$ cat config.mk
export PLATFORM = sky130hd
export DESIGN_NAME = usb_fx2_rx_stream
export DESIGN_NICKNAME = d
export VERILOG_FILES = /design/src/rtl/usb_fx2_rx_stream.sv
export SDC_FILE = /design/constraint.sdc
export NUM_CORES = 1
export LEC_CHECK = 0
export ABC_CLOCK_PERIOD_IN_PS = 2300
export BUFFER_PORTS_ARGS = -buffer_cell sky130_fd_sc_hd__clkbuf_2
export CELL_PAD_IN_SITES_DETAIL_PLACEMENT = 1
export CELL_PAD_IN_SITES_GLOBAL_PLACEMENT = 1
export CORE_MARGIN = 3
export CORE_UTILIZATION = 35
export CTS_CLUSTER_DIAMETER = 50
export DETAILED_ROUTE_END_ITERATION = 16
export GPL_ROUTABILITY_DRIVEN = 0
export GPL_TIMING_DRIVEN = 0
export PLACE_DENSITY_LB_ADDON = 0.1
export REMOVE_ABC_BUFFERS = 1
export SLEW_MARGIN = 20
export SYNTH_ARGS = -nofsm -noshare
export SYNTH_HDL_FRONTEND = slang
export SYNTH_SLANG_ARGS = --single-unit
$ cat constraint.sdc
create_clock -name USB_IFCLK -period 2.3 [get_ports USB_IFCLK]
set_clock_uncertainty 0.15 [all_clocks]
set_input_delay 0.115 -clock USB_IFCLK [delete_from_list [all_inputs] [get_ports USB_IFCLK]]
set_output_delay 0.115 -clock USB_IFCLK [all_outputs]
set_load 0.01 [all_outputs]
$ cat src/rtl/usb_fx2_rx_stream.sv
// usb_fx2_rx_stream
// Read-side controller for the FX2 synchronous slave FIFO (OUT endpoint).
// Pulls 16-bit words off the USB data bus into a small skid FIFO and
// presents them as a valid/ready stream framed into FRAME_WORDS-word frames.
//
// Ports:
//   USB_IFCLK, RST_N        - interface clock, async active-low reset
//   enable, clr             - read enable, synchronous flush
//   usb_data_i, usb_flaga   - FX2 data bus and OUT-not-empty flag
//   usb_addr, usb_slrd_n,
//   usb_sloe_n              - FX2 FIFOADR / SLRD / SLOE (strobes registered)
//   m_data, m_valid,
//   m_ready, m_last         - output stream, m_last marks last frame word
//   frame_done              - pulse the cycle after the last word is popped
//
// Optional: define USB_RX_CHECKSUM_EN to add frame_sum / sum_valid, the
// modulo-2^16 sum of each frame's words, presented with frame_done.
module usb_fx2_rx_stream #(
  parameter logic [1:0] EP_ADDR     = 2'b00,
  parameter int         DEPTH       = 4,
  parameter int         FRAME_WORDS = 784
) (
  input  logic        USB_IFCLK,
  input  logic        RST_N,
  input  logic        enable,
  input  logic        clr,
  input  logic [15:0] usb_data_i,
  input  logic        usb_flaga,
  output logic [1:0]  usb_addr,
  output logic        usb_slrd_n,
  output logic        usb_sloe_n,
  output logic [15:0] m_data,
  output logic        m_valid,
  input  logic        m_ready,
  output logic        m_last,
  output logic        frame_done
`ifdef USB_RX_CHECKSUM_EN
  ,
  output logic [15:0] frame_sum,
  output logic        sum_valid
`endif
);

  localparam int AW = $clog2(DEPTH);
  localparam int IW = $clog2(FRAME_WORDS);

  typedef enum logic [1:0] {IDLE, ARM, READ} state_t;

  state_t          state, state_nxt;
  logic            slrd_nxt, sloe_nxt;
  logic [15:0]     mem [DEPTH];
  logic [AW-1:0]   wr_ptr, rd_ptr;
  logic [AW:0]     count, count_nxt;
  logic [IW-1:0]   idx;
  logic            push, pop, last_idx;

  assign usb_addr = EP_ADDR;
  assign m_valid  = (count != '0);
  assign m_data   = mem[rd_ptr];
  assign last_idx = (idx == IW'(FRAME_WORDS - 1));
  assign m_last   = m_valid & last_idx;

  // A word is taken on the edge where SLRD was already low and the flag is
  // still up; clr wins over both push and pop.
  assign push      = ~usb_slrd_n & usb_flaga & ~clr;
  assign pop       = m_valid & m_ready & ~clr;
  assign count_nxt = clr ? '0 : count + (AW+1)'(push) - (AW+1)'(pop);

  always_comb begin
    state_nxt = state;
    case (state)
      IDLE:    if (enable && usb_flaga) state_nxt = ARM;
      // One turnaround cycle with SLOE low before SLRD; dropping enable
      // here must not start a read.
      ARM:     state_nxt = enable ? READ : IDLE;
      READ:    if (!enable) state_nxt = IDLE;
      default: state_nxt = IDLE;
    endcase
    if (clr) state_nxt = IDLE;
    sloe_nxt = (state_nxt == IDLE);
    // Look-ahead on the post-edge count so SLRD is never low while full.
    slrd_nxt = !((state_nxt == READ) && usb_flaga && (count_nxt < (AW+1)'(DEPTH)));
  end

  always_ff @(posedge USB_IFCLK or negedge RST_N) begin
    if (!RST_N) begin
      state      <= IDLE;
      usb_slrd_n <= 1'b1;
      usb_sloe_n <= 1'b1;
    end else begin
      state      <= state_nxt;
      usb_slrd_n <= slrd_nxt;
      usb_sloe_n <= sloe_nxt;
    end
  end

  always_ff @(posedge USB_IFCLK) begin
    if (push) mem[wr_ptr] <= usb_data_i;
  end

  always_ff @(posedge USB_IFCLK or negedge RST_N) begin
    if (!RST_N) begin
      wr_ptr     <= '0;
      rd_ptr     <= '0;
      count      <= '0;
      idx        <= '0;
      frame_done <= 1'b0;
    end else begin
      count      <= count_nxt;
      frame_done <= pop & last_idx;
      if (clr) begin
        wr_ptr <= '0;
        rd_ptr <= '0;
        idx    <= '0;
      end else begin
        if (push) wr_ptr <= wr_ptr + AW'(1);
        if (pop) begin
          rd_ptr <= rd_ptr + AW'(1);
          idx    <= last_idx ? '0 : idx + IW'(1);
        end
      end
    end
  end

`ifdef USB_RX_CHECKSUM_EN
  logic [15:0] acc;

  always_ff @(posedge USB_IFCLK or negedge RST_N) begin
    if (!RST_N) begin
      acc       <= '0;
      frame_sum <= '0;
      sum_valid <= 1'b0;
    end else begin
      sum_valid <= pop & last_idx;
      if (clr) begin
        acc <= '0;
      end else if (pop) begin
        if (last_idx) begin
          frame_sum <= acc + m_data;
          acc       <= '0;
        end else begin
          acc <= acc + m_data;
        end
      end
    end
  end
`endif

endmodule

==> results.yml, run 1 <==
outcome:
  status: "completed"
clocking:
  cts-root-buf: "clkbuf_8"
  htreeDepth: 3
  cts_buffers: 9
  cts_buffer_depth: 2
  path_clk_slew_ns: 0.08
  clock_latency_ns: 0.34
  cts_tree: "done"
  clock-sinks: 86
yosys:
  syn_area_per_cell_um2: 17.3
  ys_top_cells_by_area: "edfxtp_1 55%, dfrtp_1 14%, mux4_2 10%, ha_1 2.5%, dfstp_2 1.5%"
  ys_ff_latch: 86
  synth-main-ff-cell: "edfxtp_1"
  synth_warnings: 0
  synth_edf_count: 64
  synth_top_area_share_pct: 54.8
  yosys.area.top_type: "edfxtp_1"
  synth-async-reset-ratio_pct: 25.6
  synth_cells: 203
  synth_seq_area_share_pct: 70.5
  synth_area_um2: 3510
  synth.distinct_cells: 43
worst_setup_path:
  critical_path_arrival_ns: 2.33
  cp-end-kind: "register"
  path_max_fanout: 5
  startpoint_type: "register"
  cp_data_required_time_ns: 2.42
  crit_type: "register to register"
worst_hold_path:
  hp-class: "input pin to register"
cells_and_area:
  drive_above_1_share_pct: 34.9
  nFillCells: 962
  multiInputGateArea_um2: 1020
  ff_latch_area_um2: 2480
  final_cell_mix: "64 x edfxtp_1, 42 x clkbuf_2, 20 x dlygate4sd3_1"
  layout_commonest_cell: "edfxtp_1"
  fin_nets: 306
  antenna_cells: 0
  syn2layout_area_growth_pct: 24.5
floorplan:
  die_h_um: 106
  die_w_um: 106
  rows: 35
  ios: 45
  start_util_pct: 36.9
  fp.dieArea_um2: 11300
  core_um2: 9500
drt:
  drcViolationCount: 0
  dr_total_vias: 1984
  wirelength_um: 6770
  ant_nets: 0
  drtIter0Drc: 50
  viasPerCell: 4.84
  firstDrtPassIters: 6
  detail_route.wl_per_cell_um: 16.5
global_route:
  grt_max_degree: 23
  first_global_vias: 2167
  grt_first_pass_wirelength_um: 11300
  track_usage_pct: 13.1
  grt-ovfl-total: 0
  grt_antenna_before_repair: 0
sta:
  maxSlewViolCount: 0
  fmax_ghz: 0.452
  worst_slew_pin_slew_ns: 0.896
  fin_crit_sh_pct: 96.2
  setup_viol_count_final: 0
  period_needed_ns: 2.21
  fin_hold_ws_ns: 0.0758
  relSlewSlack_pct: 40.3
  hold_viol: 0
pwr:
  power.total_mw: 3.51
  vdd_ir_drop_max_v: 0.000309
  power.density_nw_per_um2: 803
  power_leakage_nw: 1.57
run:
  maxCapViolCount: 0
placed_design:
  io_buffers: 42
  dp_hpwl_um: 4140
cell usage after synthesis, drive strengths merged, types with 2 or more instances:
library cell / instances
a21oi: 4
xor2: 3
edfxtp: 64
clkbuf: 2
o21ai: 5
nor2b: 2
o211ai: 2
buf: 6
nand2: 8
ha: 7
mux4: 16
inv: 7
xnor2: 6
nor3: 2
nand4: 3
dfstp: 2
dfrtp: 20
nor2: 16
nand3: 4
a31oi: 4
and2: 4
where the power goes:
| group | leakage, nW | internal (mW) | total (mW) | switching, mW |
|---|---|---|---|---|
| Clock | 0.110 | 0.644 | 1.18 | 0.539 |
| Combinational | 0.589 | 0.305 | 0.524 | 0.219 |
| Sequential | 0.871 | 1.70 | 1.80 | 0.0999 |
flip-flops by register name (all words and copies together) (netlist names):
register	count
count	3
frame_done	1
idx	10
mem	64
rd_ptr	2
state	2
usb_sloe_n	1
usb_slrd_n	1
wr_ptr	2
what timing repair did:
action                                 in CTS  in global routing
setup endpoints to repair                   3                  2
hold buffers                               20                  0
endpoints found under the hold margin      91                  0
gates resized for setup                     4                  8
pin swaps                                   2                  6
setup buffers                               4                  3
layer usage:
layer  vias to the layer above  global-route usage (%)  part of all wire, %
li1                        921                       -                    -
met1                      1007                    17.1                   44
met2                        43                    20.8                   49
met3                        13                    2.85                  4.2
met4                         0                    6.11                  2.1
met5                         -                       0                    0
cell type report:
class / count / share of cell area (%)
inverters: 7 / 0.602
clock buffers: 11 / 3.24
flip-flops and latches: 86 / 56.7
well taps: 129 / 3.70
clock inverters: 5 / 1.86
multi-input cells: 103 / 23.3
repair buffers: 69 / 10.6
final timing paths:
kind / slack, ns / start / end / depth (start not counted)
worst max-delay path: 0.09 / count[1]$_DFF_PN0_ / usb_slrd_n$_DFF_PN1_ / 9
worst min-delay path: 0.08 / clr / idx[4]$_DFFE_PN0P_ / 2
max in group asynchronous: 1.42 / RST_N / rd_ptr[0]$_DFFE_PN0P_ / 2
worst min register to register: 0.32 / state[0]$_DFF_PN0_ / state[0]$_DFF_PN0_ / 1
worst max register to register: 0.09 / count[1]$_DFF_PN0_ / usb_slrd_n$_DFF_PN1_ / 9
min in group asynchronous: 0.15 / RST_N / idx[5]$_DFFE_PN0P_ / 2
critical path, stage by stage, from the launching register on:
cell and delay [ns]:
dfrtp_2 0.46, o31ai_4 0.31, nor2_4 0.07, ha_4 0.22, inv_2 0.06, ha_4 0.12
inv_2 0.03, fa_2 0.39, xnor2_2 0.15, o211ai_1 0.18
through the flow:
step / std cells / setup slack (ns) / area, um^2 / TNS, ns / util, %
final: 410 / 0.0879 / 4370 / 0 / 46.0
after global routing: 410 / -0.00828 / 4370 / -0.00828 / 46.0
after CTS: 407 / 0.0176 / 4310 / 0 / 45.3
after detailed placement: 367 / -0.311 / 3830 / -0.760 / 40.3
after global placement: 367 / -0.334 / 3830 / -0.817 / 40.3
after floorplan: 196 / -0.00830 / 3460 / -0.00830 / -
cells by family (layout without fill, tap and decap cells):
family / Yosys count / in the layout / share of synthesized area [%]
multiplexers: 16 / 16 / 10.3
other: 1 / 2 / 0.107
XOR/XNOR: 9 / 9 / 2.25
AND/OR/NAND/NOR: 48 / 48 / 7.74
AO/OA/AOI/OAI: 20 / 20 / 3.82
buffers and inverters: 15 / 92 / 2.21
adder cells (fa/ha/maj): 8 / 8 / 3.07
flip-flops: 86 / 86 / 70.5
Note: power is estimated with default switching activity, not from simulation.
==> run 2, diff against run 1 <==
--- a/config.mk
+++ b/config.mk
@@ -17,2 +17,3 @@
 export GPL_TIMING_DRIVEN = 0
+export HOLD_SLACK_MARGIN = 0.08
 export PLACE_DENSITY_LB_ADDON = 0.1
--- a/constraint.sdc
+++ b/constraint.sdc
@@ -4,2 +4,2 @@
 set_output_delay 0.115 -clock USB_IFCLK [all_outputs]
-set_load 0.01 [all_outputs]
+set_load 0.02 [all_outputs]
==> results.yml, run 2 (synthesized netlist as in run 1, its figures left out) <==
drt:
  drtIter0Drc: 46
  wirelength_um: 6890
  ant_nets: 0
  detail_route.wl_per_cell_um: 16.7
  dr_total_vias: 1993
  firstDrtPassIters: 6
  drcViolationCount: 0
  viasPerCell: 4.83
sta:
  fin_crit_sh_pct: 95.7
  maxSlewViolCount: 0
  setup_viol_count_final: 0
  grt_setup_unrepaired: "no"
  fmax_ghz: 0.454
  period_needed_ns: 2.20
  worst_slew_pin_slew_ns: 0.896
  setup_tns_ns: 0
  hold_viol: 0
  relSlewSlack_pct: 40.3
  fin_hold_ws_ns: 0.103
run:
  maxCapViolCount: 0
cells_and_area:
  finish.utilization_pct: 46.3
  top_regs: "mem x64, idx x10, count x3"
  final_cell_mix: "64 x edfxtp_1, 42 x clkbuf_2, 23 x dlygate4sd3_1"
  fin_nets: 309
  regMostFlops: "mem"
  layout_commonest_cell: "edfxtp_1"
  largest_reg_flops: 64
  final_cell_count_no_fill: 413
  drive_above_1_share_pct: 34.5
  antenna_cells: 0
  syn2layout_area_growth_pct: 25.4
global_route:
  grt_first_pass_wirelength_um: 11400
  first_global_vias: 2185
  track_usage_pct: 13.3
  grt_max_degree: 23
  grt_antenna_before_repair: 0
  grt-ovfl-total: 0
worst_setup_path:
  path_cells: "o31ai_4 > nor2_4 > ha_4 > inv_2 > ha_4 > inv_2 > fa_2 > xnor2_2 > o211ai_1"
  timing.rr.start: "count[1]$_DFF_PN0_"
  startpoint_type: "register"
  crit_start: "count[1]$_DFF_PN0_"
  critical_path_arrival_ns: 2.32
  cp-end-kind: "register"
  crit_slowest_cell: "dfrtp_2"
  cp_data_required_time_ns: 2.42
  path_max_fanout: 5
  critical_path.max_stage_delay_ns: 0.46
  r2r_slack_ns: 0.1
  crit_type: "register to register"
floorplan:
  ios: 45
  die_h_um: 106
  rows: 35
  start_util_pct: 36.9
  core_um2: 9500
  fp.dieArea_um2: 11300
  die_w_um: 106
clocking:
  clock_latency_ns: 0.35
  cts-root-buf: "clkbuf_8"
  cts_buffers: 9
  clock-sinks: 86
  cts_buffer_depth: 2
  cts_tree: "done"
  htreeDepth: 3
  path_clk_slew_ns: 0.09
placed_design:
  dp_hpwl_um: 4140
  dp.cells: 367
  io_buffers: 42
worst_hold_path:
  hp-class: "input pin to register"
  hp-start: "clr"
pwr:
  power.density_nw_per_um2: 812
  power.total_mw: 3.57
  vdd_ir_drop_max_v: 0.000309
  power_leakage_nw: 1.58
outcome:
  status: "completed"
## run 2: cell types whose count changed in the layout (fill, tap and decap cells not counted)
cell / previous run / this run
dlygate4sd3_1: 20 / 23
dfrtp_4: 0 / 1
dfrtp_2: 2 / 1
## run 2: where the power goes
part	switching (mW)	internal [mW]
logic	0.278	0.308
clock network	0.540	0.644
registers	0.101	1.70
total	0.919	2.65
## run 2: repair_timing
action	4_1_cts	5_1_grt
resized for setup	4	9
hold endpoints to repair	96	0
setup buffers	4	3
pin swaps	2	6
hold buffers	23	0
setup endpoints to repair	3	4
## run 2: path summary, 6_finish.rpt
kind	end	depth (start not counted)
max	usb_slrd_n$_DFF_PN1_	9
min	idx[8]$_DFFE_PN0P_	4
max reg2reg	usb_slrd_n$_DFF_PN1_	9
min reg2reg	state[0]$_DFF_PN0_	1
max in group asynchronous	rd_ptr[0]$_DFFE_PN0P_	2
min in group asynchronous	idx[5]$_DFFE_PN0P_	2
## run 2: final cells by class
cell class                 count  area [um^2]
tap                          129          161
multi-input combinational    103         1020
inverter                       7         26.3
timing repair buffer          72          493
sequential                    86         2480
fill                         961         5100
clock buffer                  11          141
clock inverter                 5         81.3
## run 2: per-layer routing
layer  global-route usage, %  wire, um
met5                       0         0
met1                    17.5      3070
met4                    6.11       140
met2                    21.2      3400
met3                    2.85       278
## run 2: per-stage QoR
step / setup WS, ns / area, um^2
after floorplan: -0.00830 / 3460
after global placement: -0.334 / 3830
after detailed placement: -0.311 / 3830
after global routing: 0.00443 / 4400
after CTS: 0.0263 / 4340
final: 0.0996 / 4400
## run 2: worst max-delay path: cells and delay by family, from the launching register on
family                   cells  cell delay [ns]
AND/OR/NAND/NOR              1             0.07
flip-flops                   1             0.46
XOR/XNOR                     1             0.15
adder cells (fa/ha/maj)      3             0.72
AO/OA/AOI/OAI                2             0.49
buffers and inverters        2             0.09
==> run 3, diff against run 2 <==
- ABC_AREA: unset -> 1
- CELL_PAD_IN_SITES_GLOBAL_PLACEMENT: 1 -> 2
- CORE_UTILIZATION: 35 -> 34
==> results.yml, run 3 <==
outcome:
  status: "completed"
drt:
  viasPerCell: 4.71
  firstDrtPassIters: 4
  drcViolationCount: 0
  wirelength_um: 7890
  ant_nets: 0
  dr_total_vias: 2485
  detail_route.wl_per_cell_um: 14.9
  drtIter0Drc: 108
clocking:
  clock-sinks: 86
  cts_tree: "done"
  htreeDepth: 3
  cts-root-buf: "clkbuf_8"
  clock_latency_ns: 0.34
  path_clk_slew_ns: 0.09
  cts_buffer_depth: 2
  cts_buffers: 9
worst_setup_path:
  startpoint_type: "input pin"
  path_cells: "dlygate4sd3_1 > clkbuf_2 > inv_2 > nand3_4 > ha_1 > inv_1 > ha_1 > inv_1 > fa_2 > inv_1 > nand2_1 > nand3_1 > nand3_1"
  cpMostUsedCell: "inv_1"
  path_max_fanout: 6
  timing.rr.start: "count[1]$_DFF_PN0_"
  r2r_slack_ns: 0.15
  crit_slowest_cell: "dlygate4sd3_1"
  worst-r2r-cell-count: 13
  cp-end-kind: "register"
  regToRegEndpoint: "usb_slrd_n$_DFF_PN1_"
  crit_type: "input pin to register"
  cp_data_required_time_ns: 2.42
  critical_path_arrival_ns: 2.28
  critical_path.max_stage_delay_ns: 0.53
sta:
  worst_slew_pin_slew_ns: 0.581
  layout_setup_ws_ns: 0.142
  setup_viol_count_final: 0
  fin_hold_ws_ns: 0.135
  period_needed_ns: 2.16
  fin_crit_sh_pct: 93.8
  relSlewSlack_pct: 61.2
  maxSlewViolCount: 0
  hold_viol: 0
  grt_setup_unrepaired: "no"
  fmax_ghz: 0.463
floorplan:
  rows: 37
  fp.dieArea_um2: 12000
  core_um2: 10400
  die_w_um: 109
  ios: 45
  start_util_pct: 35.1
  die_h_um: 109
cells_and_area:
  fin_nets: 417
  syn2layout_area_growth_pct: 25.1
  antenna_cells: 0
  regMostFlops: "mem"
  largest_reg_flops: 64
  drive_above_1_share_pct: 24.5
  layout_commonest_cell: "edfxtp_1"
  top_regs: "mem x64, idx x10, count x3"
  final_cell_mix: "64 x edfxtp_1, 45 x nor2_1, 42 x clkbuf_2"
yosys:
  synth_seq_area_share_pct: 68.1
  synth_top_area_share_pct: 52.9
  synth_edf_count: 64
  ys_top_cells_by_area: "edfxtp_1 53%, dfrtp_1 14%, nor2_1 5.1%, o21ai_0 5.0%, nand2_1 3.9%"
  synth_area_um2: 3640
  synth.most_common_cell: "edfxtp_1"
  synth_cells: 313
  synth.distinct_cells: 29
  yosys.area.top_type: "edfxtp_1"
  ys_ff_latch: 86
  synth-async-reset-ratio_pct: 25.6
  synth-main-ff-cell: "edfxtp_1"
  synth_warnings: 0
  syn_area_per_cell_um2: 11.6
  yosys-top-cells-count: "64 x edfxtp_1, 49 x nor2_1, 38 x nand2_1, 36 x o21ai_0, 25 x inv_1"
run:
  maxCapViolCount: 0
worst_hold_path:
  hp-class: "input pin to asynchronous set/reset pin"
placed_design:
  dp_hpwl_um: 5000
  io_buffers: 42
  pre_cts_slack_ns: -0.264
global_route:
  grt-ovfl-total: 0
  first_global_vias: 2517
  grt_max_degree: 35
  grt_antenna_before_repair: 0
  track_usage_pct: 14.5
  grt_first_pass_wirelength_um: 12900
pwr:
  vdd_ir_drop_max_v: 0.000353
  power_leakage_nw: 1.79
  power.density_nw_per_um2: 813
==> run 3: cell count changes after synthesis, sizes merged, moves of 4 or more <==
cell,delta
a31oi,-4
and2,-4
inv,+22
mux4,-16
nand2,+34
nand3,+10
nor2,+38
o21ai,+37
o22ai,+16
xnor2,-5
==> run 3: repair_timing <==
| item | in CTS | in global routing |
|---|---|---|
| hold buffers | 24 | 0 |
| hold endpoints to repair | 102 | 0 |
| gates resized for setup | 8 | 4 |
| setup endpoints to repair | 20 | 5 |
| setup buffers | 0 | 2 |
| pin swaps | 0 | 1 |
==> run 3: kinds of logic after synthesis <==
kind of cell             after synthesis  share of synthesized area (%)
other                                  1                          0.103
buffers and inverters                 39                           4.37
XOR/XNOR                               4                          0.964
flip-flops                            86                           68.1
AND/OR/NAND/NOR                      115                           14.1
adder cells (fa/ha/maj)                8                           2.96
AO/OA/AOI/OAI                         60                           9.43
==> run 3: report_power, final <==
part	internal (mW)	switching (mW)	total (mW)
logic	0.264	0.488	0.752
registers	1.71	0.0956	1.80
clock network	0.611	0.533	1.14
==> run 3: worst max path at each step <==
stage | start | end | slack [ns] | cells after the start
detailed placement | rd_ptr[0]$_DFFE_PN0P_ | m_data[12] | -0.26 | 4
global placement | clr | mem[3][2]$_DFFE_PP_ | -0.44 | 4
CTS | count[1]$_DFF_PN0_ | usb_slrd_n$_DFF_PN1_ | 0.02 | 13
global route | rd_ptr[0]$_DFFE_PN0P_ | m_data[10] | 0.0009 | 4
floorplan | count[1]$_DFF_PN0_ | count[2]$_DFF_PN0_ | 0.10 | 13
finish | clr | usb_slrd_n$_DFF_PN1_ | 0.14 | 13
==> run 3: cell type report <==
class	instances	area (um^2)
fillers	1123	5820
flip-flops and latches	86	2480
multi-input cells	189	1050
repair buffers	72	518
well taps	136	170
clock buffers	10	128
inverters	29	115
clock inverters	6	86.3
==> run 3: critical path, delay by kind of cell <==
family / cells / cell delay [ns]
buffers and inverters: 6 / 1.04
adder cells (fa/ha/maj): 3 / 0.77
AND/OR/NAND/NOR: 4 / 0.36
==> run 3: per-layer routing <==
| metal | vias up | global-route usage [%] | part of all wire [%] |
|---|---|---|---|
| li1 | 1216 | - | - |
| met1 | 1226 | 17.9 | 45 |
| met2 | 35 | 25.1 | 50 |
| met3 | 8 | 3.29 | 3.2 |
| met4 | 0 | 4.54 | 1.3 |
| met5 | - | 0 | 0 |
==> run 3: metrics by stage <==
step | cells | utilization [%] | TNS (ns) | instance area (um^2) | power, mW
final | 528 | 43.8 | 0 | 4550 | 3.70
after detailed placement | 486 | 38.9 | -3.83 | 4030 | 2.52
after floorplan | 304 | - | 0 | 3590 | 2.25
after global placement | 482 | 38.3 | -26.16 | 3970 | 2.50
after global routing | 528 | 43.8 | 0 | 4550 | 3.92
after CTS | 526 | 43.5 | 0 | 4510 | 3.72
